## src/rtl/rf_writeback_arbiter_if.sv

```systemverilog
`default_nettype none
// ============================================================================
//  Module      : rf_writeback_arbiter_if
//  Description : Functional-unit result bus into the writeback arbiter.
//                One valid/ready pair per requester plus packed tag, rd and
//                data slices (slice i belongs to requester i).
//  Revision    : 1.0 - initial release
// ============================================================================
interface rf_writeback_arbiter_if #(
    parameter int NREQ  = 3,
    parameter int TAG_W = 4,
    parameter int XLEN  = 32
);
    logic [NREQ-1:0]       req_valid;
    logic [NREQ-1:0]       req_ready;
    logic [NREQ*TAG_W-1:0] req_tag;
    logic [NREQ*5-1:0]     req_rd;
    logic [NREQ*XLEN-1:0]  req_data;

    // Functional-unit side: presents results, sees the grant.
    modport master (
        output req_valid, req_tag, req_rd, req_data,
        input  req_ready
    );

    // Arbiter side: consumes results, drives the grant.
    modport slave (
        input  req_valid, req_tag, req_rd, req_data,
        output req_ready
    );
endinterface
`default_nettype wire

```

## src/rtl/rf_writeback_arbiter.sv

```systemverilog
`default_nettype none
// ============================================================================
//  Module      : rf_writeback_arbiter
//  Description : Shares the register-file write port among NREQ result
//                sources, broadcasts the granted result on the CDB and keeps
//                the busy/Qi producer-tag table used for renaming. The file
//                is written only when the result tag is still the newest
//                producer of rd.
//  Options     : RR_ARB_EN defined   -> round-robin arbitration
//                RR_ARB_EN undefined -> fixed priority, lowest index wins
//  Revision    : 1.0 - initial release
// ============================================================================
module rf_writeback_arbiter #(
    parameter int NREQ  = 3,
    parameter int TAG_W = 4,
    parameter int XLEN  = 32
) (
    input  wire logic             clk,
    input  wire logic             reset,
    rf_writeback_arbiter_if.slave fu,
    input  wire logic             iss_valid,
    input  wire logic [4:0]       iss_rd,
    input  wire logic [TAG_W-1:0] iss_tag,
    input  wire logic [4:0]       q_addr1,
    input  wire logic [4:0]       q_addr2,
    output logic                  q_busy1,
    output logic                  q_busy2,
    output logic [TAG_W-1:0]      q_tag1,
    output logic [TAG_W-1:0]      q_tag2,
    output logic                  cdb_valid,
    output logic [TAG_W-1:0]      cdb_tag,
    output logic [XLEN-1:0]       cdb_data,
    output logic                  rf_we,
    output logic [4:0]            rf_waddr,
    output logic [XLEN-1:0]       rf_wdata
);
    localparam int IDX_W = (NREQ > 1) ? $clog2(NREQ) : 1;

    logic [31:0]      r_busy;
    logic [TAG_W-1:0] r_qi [32];

    logic             r_cdb_valid;
    logic [TAG_W-1:0] r_cdb_tag;
    logic [XLEN-1:0]  r_cdb_data;
    logic             r_rf_we;
    logic [4:0]       r_rf_waddr;
    logic [XLEN-1:0]  r_rf_wdata;

    logic             w_found;
    logic [IDX_W-1:0] w_grant_idx;
    logic [NREQ-1:0]  w_grant;
    logic             w_grant_any;
    logic [TAG_W-1:0] w_sel_tag;
    logic [4:0]       w_sel_rd;
    logic [XLEN-1:0]  w_sel_data;
    logic             w_rf_match;

`ifdef RR_ARB_EN
    logic [IDX_W-1:0] r_rr_ptr;

    // Pick the first valid requester at or after the round-robin pointer.
    always_comb begin
        logic [IDX_W:0] j;
        w_found     = 1'b0;
        w_grant_idx = '0;
        j           = '0;
        for (int k = 0; k < NREQ; k++) begin
            j = {1'b0, r_rr_ptr} + (IDX_W+1)'(k);
            if (j >= (IDX_W+1)'(NREQ)) begin
                j = j - (IDX_W+1)'(NREQ);
            end
            if (!w_found && fu.req_valid[j[IDX_W-1:0]]) begin
                w_found     = 1'b1;
                w_grant_idx = j[IDX_W-1:0];
            end
        end
    end

    // Pointer moves just past the winner; it holds when nobody is granted.
    always_ff @(posedge clk) begin
        if (reset) begin
            r_rr_ptr <= '0;
        end else if (w_grant_any) begin
            r_rr_ptr <= (w_grant_idx == IDX_W'(NREQ-1)) ? '0 : w_grant_idx + 1'b1;
        end
    end
`else
    // Fixed priority: lowest asserted index wins (scan high to low, last hit stays).
    always_comb begin
        w_found     = 1'b0;
        w_grant_idx = '0;
        for (int k = NREQ-1; k >= 0; k--) begin
            if (fu.req_valid[k]) begin
                w_found     = 1'b1;
                w_grant_idx = IDX_W'(k);
            end
        end
    end
`endif

    // One-hot grant, suppressed during reset so nothing is consumed.
    always_comb begin
        w_grant = '0;
        if (w_found && !reset) begin
            w_grant[w_grant_idx] = 1'b1;
        end
    end

    assign w_grant_any  = |w_grant;
    assign fu.req_ready = w_grant;

    // Steer the granted requester's tag/rd/data onto the result path.
    always_comb begin
        w_sel_tag  = '0;
        w_sel_rd   = '0;
        w_sel_data = '0;
        for (int i = 0; i < NREQ; i++) begin
            if (w_grant[i]) begin
                w_sel_tag  = fu.req_tag[i*TAG_W +: TAG_W];
                w_sel_rd   = fu.req_rd[i*5 +: 5];
                w_sel_data = fu.req_data[i*XLEN +: XLEN];
            end
        end
    end

    // Only the newest producer of rd may update the architectural register.
    assign w_rf_match = w_grant_any && (w_sel_rd != 5'd0) && r_busy[w_sel_rd] &&
                        (r_qi[w_sel_rd] == w_sel_tag);

    // Register the CDB broadcast and the filtered register-file write.
    always_ff @(posedge clk) begin
        if (reset) begin
            r_cdb_valid <= 1'b0;
            r_cdb_tag   <= '0;
            r_cdb_data  <= '0;
            r_rf_we     <= 1'b0;
            r_rf_waddr  <= '0;
            r_rf_wdata  <= '0;
        end else begin
            r_cdb_valid <= w_grant_any;
            r_rf_we     <= w_rf_match;
            if (w_grant_any) begin
                r_cdb_tag  <= w_sel_tag;
                r_cdb_data <= w_sel_data;
            end
            if (w_rf_match) begin
                r_rf_waddr <= w_sel_rd;
                r_rf_wdata <= w_sel_data;
            end
        end
    end

    // Producer table: writeback clears busy, a later issue to the same rd overrides.
    always_ff @(posedge clk) begin
        if (reset) begin
            r_busy <= '0;
            for (int i = 0; i < 32; i++) begin
                r_qi[i] <= '0;
            end
        end else begin
            if (w_rf_match) begin
                r_busy[w_sel_rd] <= 1'b0;
            end
            if (iss_valid && (iss_rd != 5'd0)) begin
                r_busy[iss_rd] <= 1'b1;
                r_qi[iss_rd]   <= iss_tag;
            end
        end
    end

    assign q_busy1 = (q_addr1 != 5'd0) && r_busy[q_addr1];
    assign q_busy2 = (q_addr2 != 5'd0) && r_busy[q_addr2];
    assign q_tag1  = (q_addr1 != 5'd0) ? r_qi[q_addr1] : '0;
    assign q_tag2  = (q_addr2 != 5'd0) ? r_qi[q_addr2] : '0;

    assign cdb_valid = r_cdb_valid;
    assign cdb_tag   = r_cdb_tag;
    assign cdb_data  = r_cdb_data;
    assign rf_we     = r_rf_we;
    assign rf_waddr  = r_rf_waddr;
    assign rf_wdata  = r_rf_wdata;
endmodule
`default_nettype wire

```

## src/flat_wrapper.sv

```systemverilog
// flat-port wrapper written by rule: the top's interface ports become plain ports
module rf_writeback_arbiter_flat 
#(
    parameter int NREQ  = 3,
    parameter int TAG_W = 4,
    parameter int XLEN  = 32
)
  (clk, reset, iss_valid, iss_rd, iss_tag, q_addr1, q_addr2, q_busy1, q_busy2, q_tag1, q_tag2, cdb_valid, cdb_tag, cdb_data, rf_we, rf_waddr, rf_wdata, fu_req_valid, fu_req_tag, fu_req_rd, fu_req_data, fu_req_ready);
  rf_writeback_arbiter_if #(.NREQ(NREQ), .TAG_W(TAG_W), .XLEN(XLEN)) fu_i ();
  input  wire logic clk;
  input  wire logic reset;
  input  wire logic iss_valid;
  input  wire logic [4:0] iss_rd;
  input  wire logic [TAG_W-1:0] iss_tag;
  input  wire logic [4:0] q_addr1;
  input  wire logic [4:0] q_addr2;
  output logic q_busy1;
  output logic q_busy2;
  output logic [TAG_W-1:0] q_tag1;
  output logic [TAG_W-1:0] q_tag2;
  output logic cdb_valid;
  output logic [TAG_W-1:0] cdb_tag;
  output logic [XLEN-1:0] cdb_data;
  output logic rf_we;
  output logic [4:0] rf_waddr;
  output logic [XLEN-1:0] rf_wdata;
  input wire logic [$bits(fu_i.req_valid)-1:0] fu_req_valid;
  input wire logic [$bits(fu_i.req_tag)-1:0] fu_req_tag;
  input wire logic [$bits(fu_i.req_rd)-1:0] fu_req_rd;
  input wire logic [$bits(fu_i.req_data)-1:0] fu_req_data;
  output wire logic [$bits(fu_i.req_ready)-1:0] fu_req_ready;
  assign fu_i.req_valid = fu_req_valid;
  assign fu_i.req_tag = fu_req_tag;
  assign fu_i.req_rd = fu_req_rd;
  assign fu_i.req_data = fu_req_data;
  assign fu_req_ready = fu_i.req_ready;
  rf_writeback_arbiter #(.NREQ(NREQ), .TAG_W(TAG_W), .XLEN(XLEN)) u_core (.clk(clk), .reset(reset), .fu(fu_i), .iss_valid(iss_valid), .iss_rd(iss_rd), .iss_tag(iss_tag), .q_addr1(q_addr1), .q_addr2(q_addr2), .q_busy1(q_busy1), .q_busy2(q_busy2), .q_tag1(q_tag1), .q_tag2(q_tag2), .cdb_valid(cdb_valid), .cdb_tag(cdb_tag), .cdb_data(cdb_data), .rf_we(rf_we), .rf_waddr(rf_waddr), .rf_wdata(rf_wdata));
endmodule
```

## config.mk

```make
export PLATFORM = sky130hd
export DESIGN_NAME = rf_writeback_arbiter_flat
export DESIGN_NICKNAME = d
export VERILOG_FILES = /design/src/rtl/rf_writeback_arbiter_if.sv /design/src/rtl/rf_writeback_arbiter.sv /design/src/flat_wrapper.sv
export SDC_FILE = /design/constraint.sdc
export NUM_CORES = 1
export LEC_CHECK = 0
export BUFFER_PORTS_ARGS = -buffer_cell sky130_fd_sc_hd__buf_2
export CORE_MARGIN = 2
export CORE_UTILIZATION = 51
export DETAILED_ROUTE_END_ITERATION = 8
export PLACE_DENSITY = 0.81
export SETUP_SLACK_MARGIN = 0.15
export SYNTH_ARGS = -nofsm -noshare
export SYNTH_HDL_FRONTEND = slang
export SYNTH_SLANG_ARGS = --single-unit
export TNS_END_PERCENT = 1
```

## constraint.sdc

```tcl
create_clock -name clk -period 3.3 [get_ports clk]
set_input_delay 0.495 -clock clk [delete_from_list [all_inputs] [get_ports clk]]
set_output_delay 0.495 -clock clk [all_outputs]
set_load 0.02 [all_outputs]
```

==> impl_metrics.yaml <==
run_status:
  status: "finished, final reports clean"
global_route:
  grt_pass1_vias: 12190
  antenna_found_initial: 0
  grt_pass1_wl_um: 76350
  overflow: 0
  grt.total_usage_pct: 36.42
  grt_max_degree: 67
cells_and_area:
  final_cell_mix: "buf_2 (232), nand2_1 (176), buf_4 (147), edfxtp_1 (128), and2_1 (124)"
  instances_no_fill: 1938
  syn_to_final_growth_pct: 30.24
  final_core_util_pct: 67.40
  fin_nets: 1731
  fin_area_um2: 17510
  n_antenna_cell: 0
  drive_gt1_share_pct: 39.11
  final_common_cell: "buf_2"
synthesis:
  yosys.area.top_type_share_pct: 28.58
  netlist_instances: 1250
  yosysTopAreaCell: "edfxtp_1"
  synthTopCellsByArea: "edfxtp_1 (29%), mux4_2 (17%), dfxtp_1 (16%), and2_1 (5.8%), nand2_1 (5.0%)"
  synth-edff-count: 128
  ys.flop_type: "edfxtp_1"
  syn_area_per_cell_um2: 10.76
  yosysUniqueCellTypes: 58
  yosysSeqAreaShare_pct: 44.51
  ys_ff_latch: 235
  syn_area_um2: 13450
  yosys_warnings: 0
  async_flop_share_pct: 0
worst_setup_path:
  cp-start-kind: "input port"
  r2r_slack_ps: 240
  worstSetupPathType: "in -> reg"
  reg2reg_from: "u_core.r_qi[15][1]"
  cp_max_fo: 8
  cp.required_ps: 3740
  setup.worst_path.start: "fu_req_valid[1]"
  cp.arrival_ps: 3680
  end_kind: "flop"
clock_network:
  root_buffer: "clkbuf_16"
  clk_pin_slew_ps: 60
  cts.path.max_buffers: 3
  htree_levels: 1
  cts_buffers: 26
  cts_tree: "built"
  clk_latency_ps: 550
  hold_buffers: 0
  cts.sinks: 235
timing:
  drv_slew: 0
  hold_viol: 0
  fmax_ghz: 0.3088
  fin_skew_ps: 26.89
  fin_crit_sh_pct: 98.15
  min_period_ps: 3239
  fin_ws_ps: 61.14
  maxSlewHeadroom_pct: 34.36
  finalSetupViolations: 0
  rsz0062_at_grt: "true"
  max_slew.worst_pin.slew_ps: 984.6
floorplan:
  fp.dieH_um: 166.4
  rows: 59
  initial_core_util_pct: 51.75
  core_area_um2: 25980
  ios: 236
  dieArea_um2: 27680
  chipWidth_um: 166.4
drt:
  drc: 0
  ant_nets: 0
  drt-total-wl_um: 52020
  wl_per_cell_um: 26.84
  vias: 12790
  via_per_inst: 6.600
  dr.first_iter.drc_count: 1752
  dr.pass1.iters: 7
place:
  placed_area_um2: 16050
  gp_congestion: 1.060
  port_buffers: 235
  dp_hpwl_um: 38070
  placed_cells: 1864
  dpl_worst_slack_ps: -615.3
pwr:
  leakage_nw: 6.949
  power_density_nw_per_um2: 464.2
  irDropWorstVdd_mv: 0.3261
min_path:
  hp-start: "fu_req_data[6]"
  hp-class: "in -> reg"
run:
  cap_violations: 0
[critical path, stage by stage]
cell and delay [ps]:
buf_12 110, nand3b_1 230, a211oi_4 320, buf_12 180
buf_4 150, mux2i_1 150, a22oi_1 190, o211ai_1 150
a2111oi_2 390, xnor2_1 200, a2111oi_4 410, buf_6 250
clkbuf_16 180, a21oi_1 70, a211oi_1 190
[path summary, 6_finish.rpt]
kind / to / depth (start not counted)
max: u_core.rf_wdata[30] / 15
min: u_core.cdb_data[6] / 3
max reg2reg: u_core.rf_wdata[30] / 12
min reg2reg: u_core.cdb_data[28] / 2
[cells in the mapped netlist (all sizes together) (9+ instances only)]
library cell  instances
edfxtp              128
dfxtp               107
nand3                29
and2                125
a222oi               36
a21oi                91
clkbuf               64
a31oi                24
nor3                 22
nand2               178
o21ai                36
nand3b                9
mux4                100
buf                  51
a211oi               40
nand4                14
nor2                 76
mux2i                40
[timing repair]
item                       4_1_cts  5_1_grt
setup endpoints to repair       68       73
buffers inserted                 8       11
cloned                           2        5
pin swaps                       11       37
gates resized for setup         18       52
[registers in the layout (all words and copies together), names as in the netlist]
| signal | flops |
|---|---|
| u_core.rf_wdata | 32 |
| u_core.r_busy | 32 |
| u_core.cdb_data | 32 |
| u_core.r_qi | 128 |
| u_core.cdb_valid | 1 |
| u_core.rf_waddr | 5 |
| u_core.cdb_tag | 4 |
| u_core.rf_we | 1 |
[report_power, final]
part	internal, mW	total, mW	switching [mW]
clock network	1.68	2.91	1.23
registers	3.24	3.39	0.143
logic	0.808	1.83	1.03
total	5.73	8.13	2.40
[area by class of cell]
cell class	instances	area [um^2]
multi-input combinational	898	7267
timing repair buffer	417	2972
inverter	5	18.77
sequential	235	5986
tap	335	419.2
fill	1961	8472
clock buffer	38	757.0
clock inverter	10	93.84
[kinds of logic after synthesis]
family,count (synthesis),synth area share [%]
simple gates,477,17.46
compound gates,273,14.13
flops,235,44.51
mux,141,19.81
buf+inv,120,3.861
xor+xnor,3,0.1954
other cells,1,0.02789
[layer usage]
| layer | GRT usage (%) | part of all wire (%) | routed length (um) | vias up |
|---|---|---|---|---|
| li1 | - | - | - | 5460 |
| met1 | 50.83 | 38 | 19770 | 6260 |
| met2 | 56.54 | 46 | 23830 | 913 |
| met3 | 8.437 | 12 | 6452 | 158 |
| met4 | 12.22 | 3.8 | 1968 | 0 |
| met5 | 0 | 0 | 0 | - |
[stage by stage]
step           TNS (ps)  total power [mW]  hold slack [ps]
4_1_cts               0             7.966            193.9
3_3_place_gp     -32880             5.026            427.9
5_1_grt          -69.86             8.355            214.5
2_1_floorplan     -2079             4.285            450.9
6_report              0             8.129            212.8
3_5_place_dp     -35850             5.054            430.8
Note: power is estimated with default switching activity, not from simulation.
